==> src/rtl/disp_pkg.sv <==
// Shared constants, types and helpers for the multiplexed 7-segment scan decoder.
// DISP layout: [11:8] active-low anodes, [7] active-low dp, [6:0] active-low segments g..a.
package disp_pkg;

  localparam int unsigned NUM_DIGITS = 4;
  localparam int unsigned DISP_W     = 12;
  localparam int unsigned ANODE_MSB  = 11;
  localparam int unsigned ANODE_LSB  = 8;
  localparam int unsigned DP_BIT     = 7;
  localparam int unsigned SEG_MSB    = 6;
  localparam int unsigned SEG_LSB    = 0;

  // Active-low codes {dp,g,f,e,d,c,b,a} with dp off; entry index is the hex nibble shown.
  localparam logic [15:0][7:0] GLYPH_TABLE = {
    8'h8E, 8'h86, 8'hA1, 8'hC6, 8'h83, 8'h88, 8'h90, 8'h80,
    8'hF8, 8'h82, 8'h92, 8'h99, 8'hB0, 8'hA4, 8'hF9, 8'hC0
  };

  typedef enum logic [1:0] {
    IDLE   = 2'd0,
    SETTLE = 2'd1,
    HELD   = 2'd2
  } scan_state_e;

  function automatic logic single_low(input logic [NUM_DIGITS-1:0] anodes);
    return $onehot(~anodes);
  endfunction

  // Meaningful only when single_low() holds for the same anode vector.
  function automatic logic [1:0] low_index(input logic [NUM_DIGITS-1:0] anodes);
    logic [1:0] idx;
    idx = '0;
    for (int k = 0; k < NUM_DIGITS; k++) begin
      if (!anodes[k]) idx = 2'(k);
    end
    return idx;
  endfunction

endpackage

==> src/rtl/display_scan_decoder_glyph.sv <==
// seg7_glyph_decode: combinational lookup of 7 active-low segment bits into a hex nibble.
// valid is low for any pattern that is not one of the 16 hex glyphs.
module seg7_glyph_decode
  import disp_pkg::*;
(
  input  logic [6:0] seg,
  output logic [3:0] nibble,
  output logic       valid
);

  always_comb begin
    // NOTE: defaults come first so every path assigns the outputs and no latch is inferred.
    nibble = '0;
    valid  = 1'b0;
    for (int i = 0; i < 16; i++) begin
      if (seg == GLYPH_TABLE[i][6:0]) begin
        nibble = 4'(i);
        valid  = 1'b1;
      end
    end
  end

endmodule

==> src/rtl/display_scan_decoder.sv <==
// Recovers the 4-digit hex value shown on a scanned 7-segment display by sniffing its drive lines.
// Optional macro DISP_DP_CAPTURE_EN adds a per-digit decimal-point output `dp`.
module display_scan_decoder
  import disp_pkg::*;
#(
  parameter int unsigned SETTLE_CYCLES = 4,
  parameter int unsigned STALE_CYCLES  = 1048576
) (
  input  logic                    CLK,
  input  logic                    RST_N,
  input  logic [DISP_W-1:0]       DISP,
  output logic [4*NUM_DIGITS-1:0] value,
  output logic                    frame_valid,
  output logic                    glyph_err,
  output logic                    stale
`ifdef DISP_DP_CAPTURE_EN
  ,
  output logic [NUM_DIGITS-1:0]   dp
`endif
);

  localparam logic [7:0]           SETTLE_LAST = 8'(SETTLE_CYCLES);
  localparam int unsigned          STALE_W     = $clog2(STALE_CYCLES + 1);
  localparam logic [STALE_W-1:0]   STALE_MAX   = STALE_W'(STALE_CYCLES);

  scan_state_e               state, state_next;
  logic [7:0]                cnt, cnt_next;
  logic [DISP_W-1:0]         disp_q, disp_prev;
  logic [4*NUM_DIGITS-1:0]   shadow, shadow_next;
  logic [NUM_DIGITS-1:0]     seen, seen_next;
  logic                      frame_err, err_next;
  logic [STALE_W-1:0]        stale_cnt;
  logic                      sample_ok, changed, capture;
  logic [1:0]                digit_idx;
  logic [3:0]                glyph_nibble;
  logic                      glyph_valid;

  assign sample_ok = single_low(disp_q[ANODE_MSB:ANODE_LSB]);
  assign changed   = (disp_q != disp_prev);
  assign digit_idx = low_index(disp_q[ANODE_MSB:ANODE_LSB]);

  seg7_glyph_decode u_glyph (
    .seg    (disp_q[SEG_MSB:SEG_LSB]),
    .nibble (glyph_nibble),
    .valid  (glyph_valid)
  );

  // State register.
  always_ff @(posedge CLK) begin
    // NOTE: clocked state uses non-blocking assignments so every flop samples pre-edge values.
    if (!RST_N) begin
      state <= IDLE;
      cnt   <= '0;
    end else begin
      state <= state_next;
      cnt   <= cnt_next;
    end
  end

  // Next state: a fresh one-hot sample restarts the count at 1; SETTLE_CYCLES=1 captures at once.
  always_comb begin
    state_next = state;
    cnt_next   = cnt;
    case (state)
      IDLE: begin
        if (sample_ok) begin
          state_next = (SETTLE_LAST == 8'd1) ? HELD : SETTLE;
          cnt_next   = 8'd1;
        end
      end
      SETTLE, HELD: begin
        if (changed) begin
          if (sample_ok) begin
            state_next = (SETTLE_LAST == 8'd1) ? HELD : SETTLE;
            cnt_next   = 8'd1;
          end else begin
            state_next = IDLE;
            cnt_next   = '0;
          end
        end else if (state == SETTLE) begin
          cnt_next = cnt + 8'd1;
          if (cnt_next == SETTLE_LAST) state_next = HELD;
        end
      end
      default: begin
        state_next = IDLE;
        cnt_next   = '0;
      end
    endcase
  end

  // Output decode: every entry into HELD is a capture of the current sample.
  always_comb begin
    capture = (state_next == HELD) && ((state != HELD) || changed);
  end

  always_comb begin
    shadow_next                           = shadow;
    seen_next                             = seen;
    shadow_next[{digit_idx, 2'b00} +: 4] = glyph_nibble;
    seen_next[digit_idx]                  = 1'b1;
    err_next                              = frame_err | ~glyph_valid;
  end

`ifdef DISP_DP_CAPTURE_EN
  logic [NUM_DIGITS-1:0] dp_shadow, dp_next;

  always_comb begin
    dp_next            = dp_shadow;
    dp_next[digit_idx] = ~disp_q[DP_BIT];
  end

  always_ff @(posedge CLK) begin
    if (!RST_N) begin
      dp_shadow <= '0;
      dp        <= '0;
    end else if (capture) begin
      dp_shadow <= dp_next;
      if (seen_next == '1) dp <= dp_next;
    end
  end
`endif

  always_ff @(posedge CLK) begin
    if (!RST_N) begin
      disp_q      <= '0;
      disp_prev   <= '0;
      // NOTE: the shadow is ordinary flops, reset so a mid-frame reset drops partial captures.
      shadow      <= '0;
      seen        <= '0;
      frame_err   <= 1'b0;
      value       <= '0;
      frame_valid <= 1'b0;
      glyph_err   <= 1'b0;
      stale_cnt   <= '0;
    end else begin
      disp_q      <= DISP;
      disp_prev   <= disp_q;
      frame_valid <= 1'b0;
      if (stale_cnt != STALE_MAX) stale_cnt <= stale_cnt + 1'b1;
      if (capture) begin
        shadow <= shadow_next;
        if (seen_next == '1) begin
          value       <= shadow_next;
          glyph_err   <= err_next;
          frame_valid <= 1'b1;
          seen        <= '0;
          frame_err   <= 1'b0;
          stale_cnt   <= '0;
        end else begin
          seen      <= seen_next;
          frame_err <= err_next;
        end
      end
    end
  end

  assign stale = (stale_cnt == STALE_MAX);

endmodule
==> config.mk <==
export PLATFORM = sky130hd
export DESIGN_NAME = display_scan_decoder
export DESIGN_NICKNAME = d
export VERILOG_FILES = /design/src/rtl/disp_pkg.sv /design/src/rtl/display_scan_decoder_glyph.sv /design/src/rtl/display_scan_decoder.sv
export SDC_FILE = /design/constraint.sdc
export NUM_CORES = 1
export LEC_CHECK = 0
export BUFFER_PORTS_ARGS = -buffer_cell sky130_fd_sc_hd__buf_2
export CORE_ASPECT_RATIO = 0.9
export CORE_MARGIN = 5
export CORE_UTILIZATION = 50
export CTS_CLUSTER_SIZE = 8
export DETAILED_ROUTE_END_ITERATION = 10
export GPL_TIMING_DRIVEN = 0
export HOLD_SLACK_MARGIN = 0.06
export PLACE_DENSITY = 0.79
export SETUP_SLACK_MARGIN = 0.15
export SYNTH_ARGS = -nofsm -noshare
export SYNTH_HDL_FRONTEND = slang
export SYNTH_SLANG_ARGS = --single-unit
export TNS_END_PERCENT = 30
==> constraint.sdc <==
create_clock -name CLK -period 4.4 [get_ports CLK]
set_input_delay 0.22 -clock CLK [delete_from_list [all_inputs] [get_ports CLK]]
set_output_delay 0.22 -clock CLK [all_outputs]
set_load 0.05 [all_outputs]
* Yosys cells after proc, flatten, opt, wreduce, memory -nomap -nowiden
Index checks and enable logic that the tools add are counted.
** Operators by class
- Bitwise gates (word level) :: 4
- Reduce and logical (&&, ||, !) cells :: 9
- Equality and inequality tests :: 27
- Muxes and demuxes :: 54
- $add $sub $neg :: 6
- Order comparisons :: 2
- Shifts and indexed selects :: 2
** Operators with widths (number)
- $mux W21 :: 3
- $mux W4 :: 9
- $eq A7 B7 Y1 const B :: 4
- $mux W8 :: 3
- $mux W1 :: 23
- $add A21 B1 Y21 const B :: 1
- $eq A21 B21 Y1 const B :: 1
- $eq A7 B5 Y1 const B :: 3
- $eq A7 B6 Y1 const B :: 3
- $ne A21 B21 Y1 const B :: 1
- $bwmux W16 :: 1
- $mux W2 :: 8
- $pmux W8 S2 :: 1
- $shift A4 B6 Y16 const A :: 1
- $shiftx A4 B6 Y16 :: 1
- $eq A7 B2 Y1 const B :: 2
- $eq A7 B4 Y1 const B :: 2
- $mux W3 :: 4
- $ne A12 B12 Y1 :: 1
- $add A8 B1 Y8 const B :: 1
- $eq A8 B3 Y1 const B :: 1
- $eq A7 B3 Y1 const B :: 1
- $logic_not A7 Y1 :: 1
- $neg A4 Y6 :: 1
- other kinds (21) :: 27
** Storage, ports and cells
- Bits of input ports :: 14
- Logic and storage cells :: 115
- Flip-flop bits (word level) :: 94

* Depth between registers and ports, before layout
- Depth after elaboration :: 20
- Gate-level depth with buffers :: 13
- Depth with buffers taken out :: 11

* Hierarchy
From an unflattened synthesis, not the netlist that was laid out.
** Second synthesis, totals
- Cells, all modules :: 509
- Area, all modules :: 4566.9 µm²
** Modules (own cells, without submodules)
- display_scan_decoder :: cells an instance 454, instances 1, area an instance 4237.8 µm²
- seg7_glyph_decode :: cells an instance 55, instances 1, area an instance 329.1 µm²

* Least setup slack after synthesis
No wires, ideal clock.
- Path kind :: register to register
- From :: register disp_q[8]
- To :: register shadow[10]
- Setup slack :: 1.735 ns
- Clock period less this slack :: 2.665 ns
- Data arrival time :: 2.585 ns
- Cell stages (with the launch flop) :: 14
- Data required time :: 4.320 ns
- Setup time :: 0.080 ns
- Cells stage by stage :: dfxtp_1 -> fa_1 -> inv_1 -> ha_1 -> ha_1 -> nor2_1 -> and2_1 -> nand2_1 -> o21a_1 -> and4b_1 -> buf_4 -> and2_1 -> buf_6 -> a211oi_2
** Between the ends
- Word-level cells in the longest chain between the ends :: 9
- Elaborated cells on any way between the ends :: 12
** RTL lines
- from (decl) :: line display_scan_decoder.sv:28 : logic [DISP_W-1:0] disp_q, disp_prev;
- from (signal assigned) :: line display_scan_decoder.sv:126 : disp_q <= '0;
- from (signal assigned) :: line display_scan_decoder.sv:137 : disp_q <= DISP;
- $not A4 Y4 :: line disp_pkg.sv:26 : return $onehot(~anodes);
- $add A1 B1 Y2 (not written as such) :: line disp_pkg.sv:26
- $add A2 B2 Y3 (not written as such) :: line disp_pkg.sv:26
- $eq A3 B1 Y1 :: line disp_pkg.sv:26
- $mux W1 :: line display_scan_decoder.sv:73 : if (sample_ok) begin
- $mux W2 :: line display_scan_decoder.sv:72 : if (changed) begin
- $pmux W2 S2 :: line display_scan_decoder.sv:64 : case (state)
- $eq A2 B2 Y1 :: line display_scan_decoder.sv:94 : capture = (state_next == HELD) && ((state != HELD) || changed);
- $logic_and A1 B1 Y1 * :: line display_scan_decoder.sv:94
- to (signal assigned) :: line display_scan_decoder.sv:142 : shadow <= shadow_next;
- to (decl) :: line display_scan_decoder.sv:29 : logic [4*NUM_DIGITS-1:0] shadow, shadow_next;
Every way passes the cells marked *; elsewhere a longest branch is shown, timed or not.
A chain may end at the register's enable or synchronous reset.

* Worst setup path in the final report
- From :: register disp_q[11]
- To :: register shadow[12]
** Between the ends
- Word-level cells in the longest chain between the ends :: 9
- Elaborated cells on any way between the ends :: 17
** RTL lines (line)
- $not A4 Y4 :: disp_pkg.sv:26
- $add A1 B1 Y2 (not written as such) :: disp_pkg.sv:26
- $add A2 B2 Y3 (not written as such) :: disp_pkg.sv:26
- $eq A3 B1 Y1 :: disp_pkg.sv:26
- $mux W1 :: display_scan_decoder.sv:73
- $mux W2 :: display_scan_decoder.sv:72
- $pmux W2 S2 :: display_scan_decoder.sv:64
- $eq A2 B2 Y1 :: display_scan_decoder.sv:94
- $logic_and A1 B1 Y1 :: display_scan_decoder.sv:94
Parallel ways exist; a longest one is shown, timed or not.

==> impl_metrics.ini <==
[placed_design]
place_worst_setup_slack_ps = 1410
placed_area_um2 = 4780
finalWeightedCongestion = 0.968
io_buffers = 32
post-dp-hpwl_mm = 7.26

[worst_setup_path]
critPathMaxFanout = 8
cp-end-kind = flip-flop
worst_ep_arrival_time_ps = 3300
cp_data_required_time_ps = 4680
critical_path_class = reg -> reg
timing.critical_path.from_type = flip-flop

[synth]
synth.distinct_cells = 63
postSynth.asyncResetShare_pct = 0
postSynthNetCount = 540
synth-warning-count = 0
synth-seq-cells = 94
synth_enable_flop_cells = 0
syn-cell-area_um2 = 4470
syn-mean-instance-area_um2 = 8.67
syn-instance-count = 516
ys_seq_area_share_pct = 42.1
prevailing_post_synth_register_cell = sky130_fd_sc_hd__dfxtp_1

[timing]
max-slew-margin-rel_pct = 49.3
worst_slack_ps = 1380
report.final.slew_viol_count = 0
timing.hold.ws_ps = 72.3
worst_slew_pin_slew_ps = 755
finalSetupTns_ps = 0
skew_ps = 10.0
final-hold-violation-count = 0
setup_viol = 0
min_period_over_period_pct = 68.7
fmaxAchievable_mhz = 331
timing.final.crit_period_ps = 3020
rsz0062_at_grt = no

[status]
outcome = completed

[route]
number_of_iterations_in_the_first_detailed_routing_pass = 5
dr.first_iter.drc_count = 192
route.detailed.wl_per_inst_um = 14.4
drt.antenna.violating_nets = 0
drt-vias-per-instance = 5.59
routed_wl_mm = 9.88
drc = 0
via_total_after_detailed_routing = 3829

[floorplanning]
design.die.area_um2 = 10900
initial_core_util_pct = 51.7
floorplan.rows = 32
die-height_um = 99.7
ioPinCount = 33
die_width_um = 110
design.core.area_um2 = 8650

[final_layout]
finish.utilization_pct = 57.9
layout_common_cells = sky130_fd_sc_hd__dfxtp_1 (94), sky130_fd_sc_hd__nand2_1 (53), sky130_fd_sc_hd__nor2_1 (49)
layout_commonest_cell = sky130_fd_sc_hd__dfxtp_1
post-route-cell-area_um2 = 5010
insertedDiodeCount = 0
num-nets-final = 585
synthesis_to_finish_area_growth_pct = 12.0
fill_cells = 786
final_layout_size_suffix_gt1_share_pct = 12.9

[clock_tree]
tritoncts_clock_tree = built
cts_htree_levels = 3
cts_made_buffers = 9
clk_transition_reported_paths_ps = 90
clockBufferDepth = 2
cts_repair_resize_count = 0
clock_network_latency_to_the_later_pin_of_the_worst_skew_pair_ps = 350
cts_root_buffer = sky130_fd_sc_hd__clkbuf_8
clock-sinks = 94

[worst_hold_path]
holdCritPathClass = in -> reg

[global_route]
grt_first_pass_wirelength_mm = 16.7
initial_antenna_violation_count = 0
grt_start_max_net_pins = 16
first_global_vias = 3608
globalRouteOverflowTotal = 0
grtUsageTotal_pct = 18.8

[power_and_ir_drop]
static-leakage-power_uw = 0.00196
max-vdd-ir-drop_mv = 0.163
power-per-cell-area_nw_per_um2 = 325

[run]
drv.max_cap_violation_count = 0
per-layer routing:
| metal | routed length, um | share of wire, % | GRT usage, % | vias to the layer above |
|---|---|---|---|---|
| li1 | - | - | - | 1895 |
| met1 | 4610 | 47 | 25.4 | 1810 |
| met2 | 4610 | 47 | 30.6 | 114 |
| met3 | 587 | 5.9 | 4.22 | 10 |
| met4 | 74 | 0.75 | 4.41 | 0 |
| met5 | 0 | 0 | 0 | - |
worst max-delay path, stage by stage, from the launching register on:
cell                       delay (ps)
sky130_fd_sc_hd__dfxtp_1          400
sky130_fd_sc_hd__fa_1             510
sky130_fd_sc_hd__inv_1             40
sky130_fd_sc_hd__ha_1             170
sky130_fd_sc_hd__ha_1             270
sky130_fd_sc_hd__nor2_1            50
sky130_fd_sc_hd__and2_1           160
sky130_fd_sc_hd__o21ai_0          150
sky130_fd_sc_hd__o21a_1           200
sky130_fd_sc_hd__nand4b_2         320
sky130_fd_sc_hd__nor2_2           420
sky130_fd_sc_hd__mux2i_1          250
synth_stat cells, types with 2 or more instances:
library cell,count,area share (%)
sky130_fd_sc_hd__buf_2,2,0.22
sky130_fd_sc_hd__buf_6,2,0.50
sky130_fd_sc_hd__inv_1,13,1.1
sky130_fd_sc_hd__and3_1,5,0.70
sky130_fd_sc_hd__o22ai_1,2,0.28
sky130_fd_sc_hd__clkbuf_1,20,1.7
sky130_fd_sc_hd__or3b_2,3,0.59
sky130_fd_sc_hd__nor4b_1,2,0.39
sky130_fd_sc_hd__ha_1,9,2.5
sky130_fd_sc_hd__o2111ai_1,11,2.2
sky130_fd_sc_hd__a21oi_1,33,3.7
sky130_fd_sc_hd__nand3b_1,3,0.50
sky130_fd_sc_hd__o21a_1,3,0.50
sky130_fd_sc_hd__or2_2,2,0.28
sky130_fd_sc_hd__or3_1,2,0.28
sky130_fd_sc_hd__nand3_1,25,2.8
sky130_fd_sc_hd__xor2_1,23,4.5
sky130_fd_sc_hd__nor2b_1,9,1.3
sky130_fd_sc_hd__dfxtp_1,94,42
sky130_fd_sc_hd__o21ai_0,28,3.1
sky130_fd_sc_hd__nand2_1,53,4.4
sky130_fd_sc_hd__mux2i_1,21,4.7
sky130_fd_sc_hd__nor2_1,49,4.1
sky130_fd_sc_hd__and4_1,3,0.59
sky130_fd_sc_hd__nor2_2,2,0.28
sky130_fd_sc_hd__o41a_1,2,0.50
sky130_fd_sc_hd__xnor2_1,8,1.6
sky130_fd_sc_hd__nand4_1,5,0.70
sky130_fd_sc_hd__a211oi_2,2,0.56
sky130_fd_sc_hd__nand2b_1,9,1.3
sky130_fd_sc_hd__nor4_1,9,1.3
sky130_fd_sc_hd__and2_1,23,3.2
sky130_fd_sc_hd__nor3_1,5,0.56
sky130_fd_sc_hd__buf_4,5,0.84
registers in the layout, summed over array words and instances, names as in the netlist, 2 cells and up:
signal     flops
cnt            8
disp_q        12
seen           4
stale_cnt     21
state          2
value         16
shadow        16
disp_prev     12
per-stage QoR:
stage,power [uW],cells
floorplan,1010,516
global placement,1050,667
detailed placement,1060,667
CTS,1630,684
global route,1690,685
finish,1630,685
power breakdown:
part | switching (uW) | total [uW] | internal [uW] | leakage [uW]
Combinational | 97.4 | 158 | 60.8 | 0.00109
Sequential | 15.8 | 882 | 867 | 0.000763
Clock | 295 | 587 | 293 | 0.0000976
logic make-up after synthesis:
logic type	share of synthesized area, %
compound gates	14.7
xor+xnor	6.07
fa+ha+maj	2.97
buf+inv	4.42
flops	42.1
mux	4.95
simple gates	24.8
final timing paths:
check / startpoint / to / slack, ps / cells after the start
hold / removal: DISP[1] / disp_q[1] / 70 / 2
setup / recovery: disp_q[11] / shadow[12] / 1380 / 11
hold reg to reg: shadow[8] / shadow[8] / 470 / 2
setup reg to reg: disp_q[11] / shadow[12] / 1380 / 11
area by class of cell:
cell class | instances | area (um^2) | area share, %
tap | 119 | 149 | 2.97
sequential | 94 | 1880 | 37.6
timing repair buffer | 34 | 180 | 3.60
clock inverter | 5 | 57.6 | 1.15
inverter | 14 | 52.6 | 1.05
buffer | 29 | 145 | 2.90
multi-input combinational | 379 | 2390 | 47.8
clock buffer | 11 | 151 | 3.02
timing repair:
action,4_1_cts,5_1_grt
endpoints found under the setup margin,0,0
hold buffers,1,1
buffers inserted,0,0
hold endpoints to repair,1,1
(Power assumes the default switching activity.)
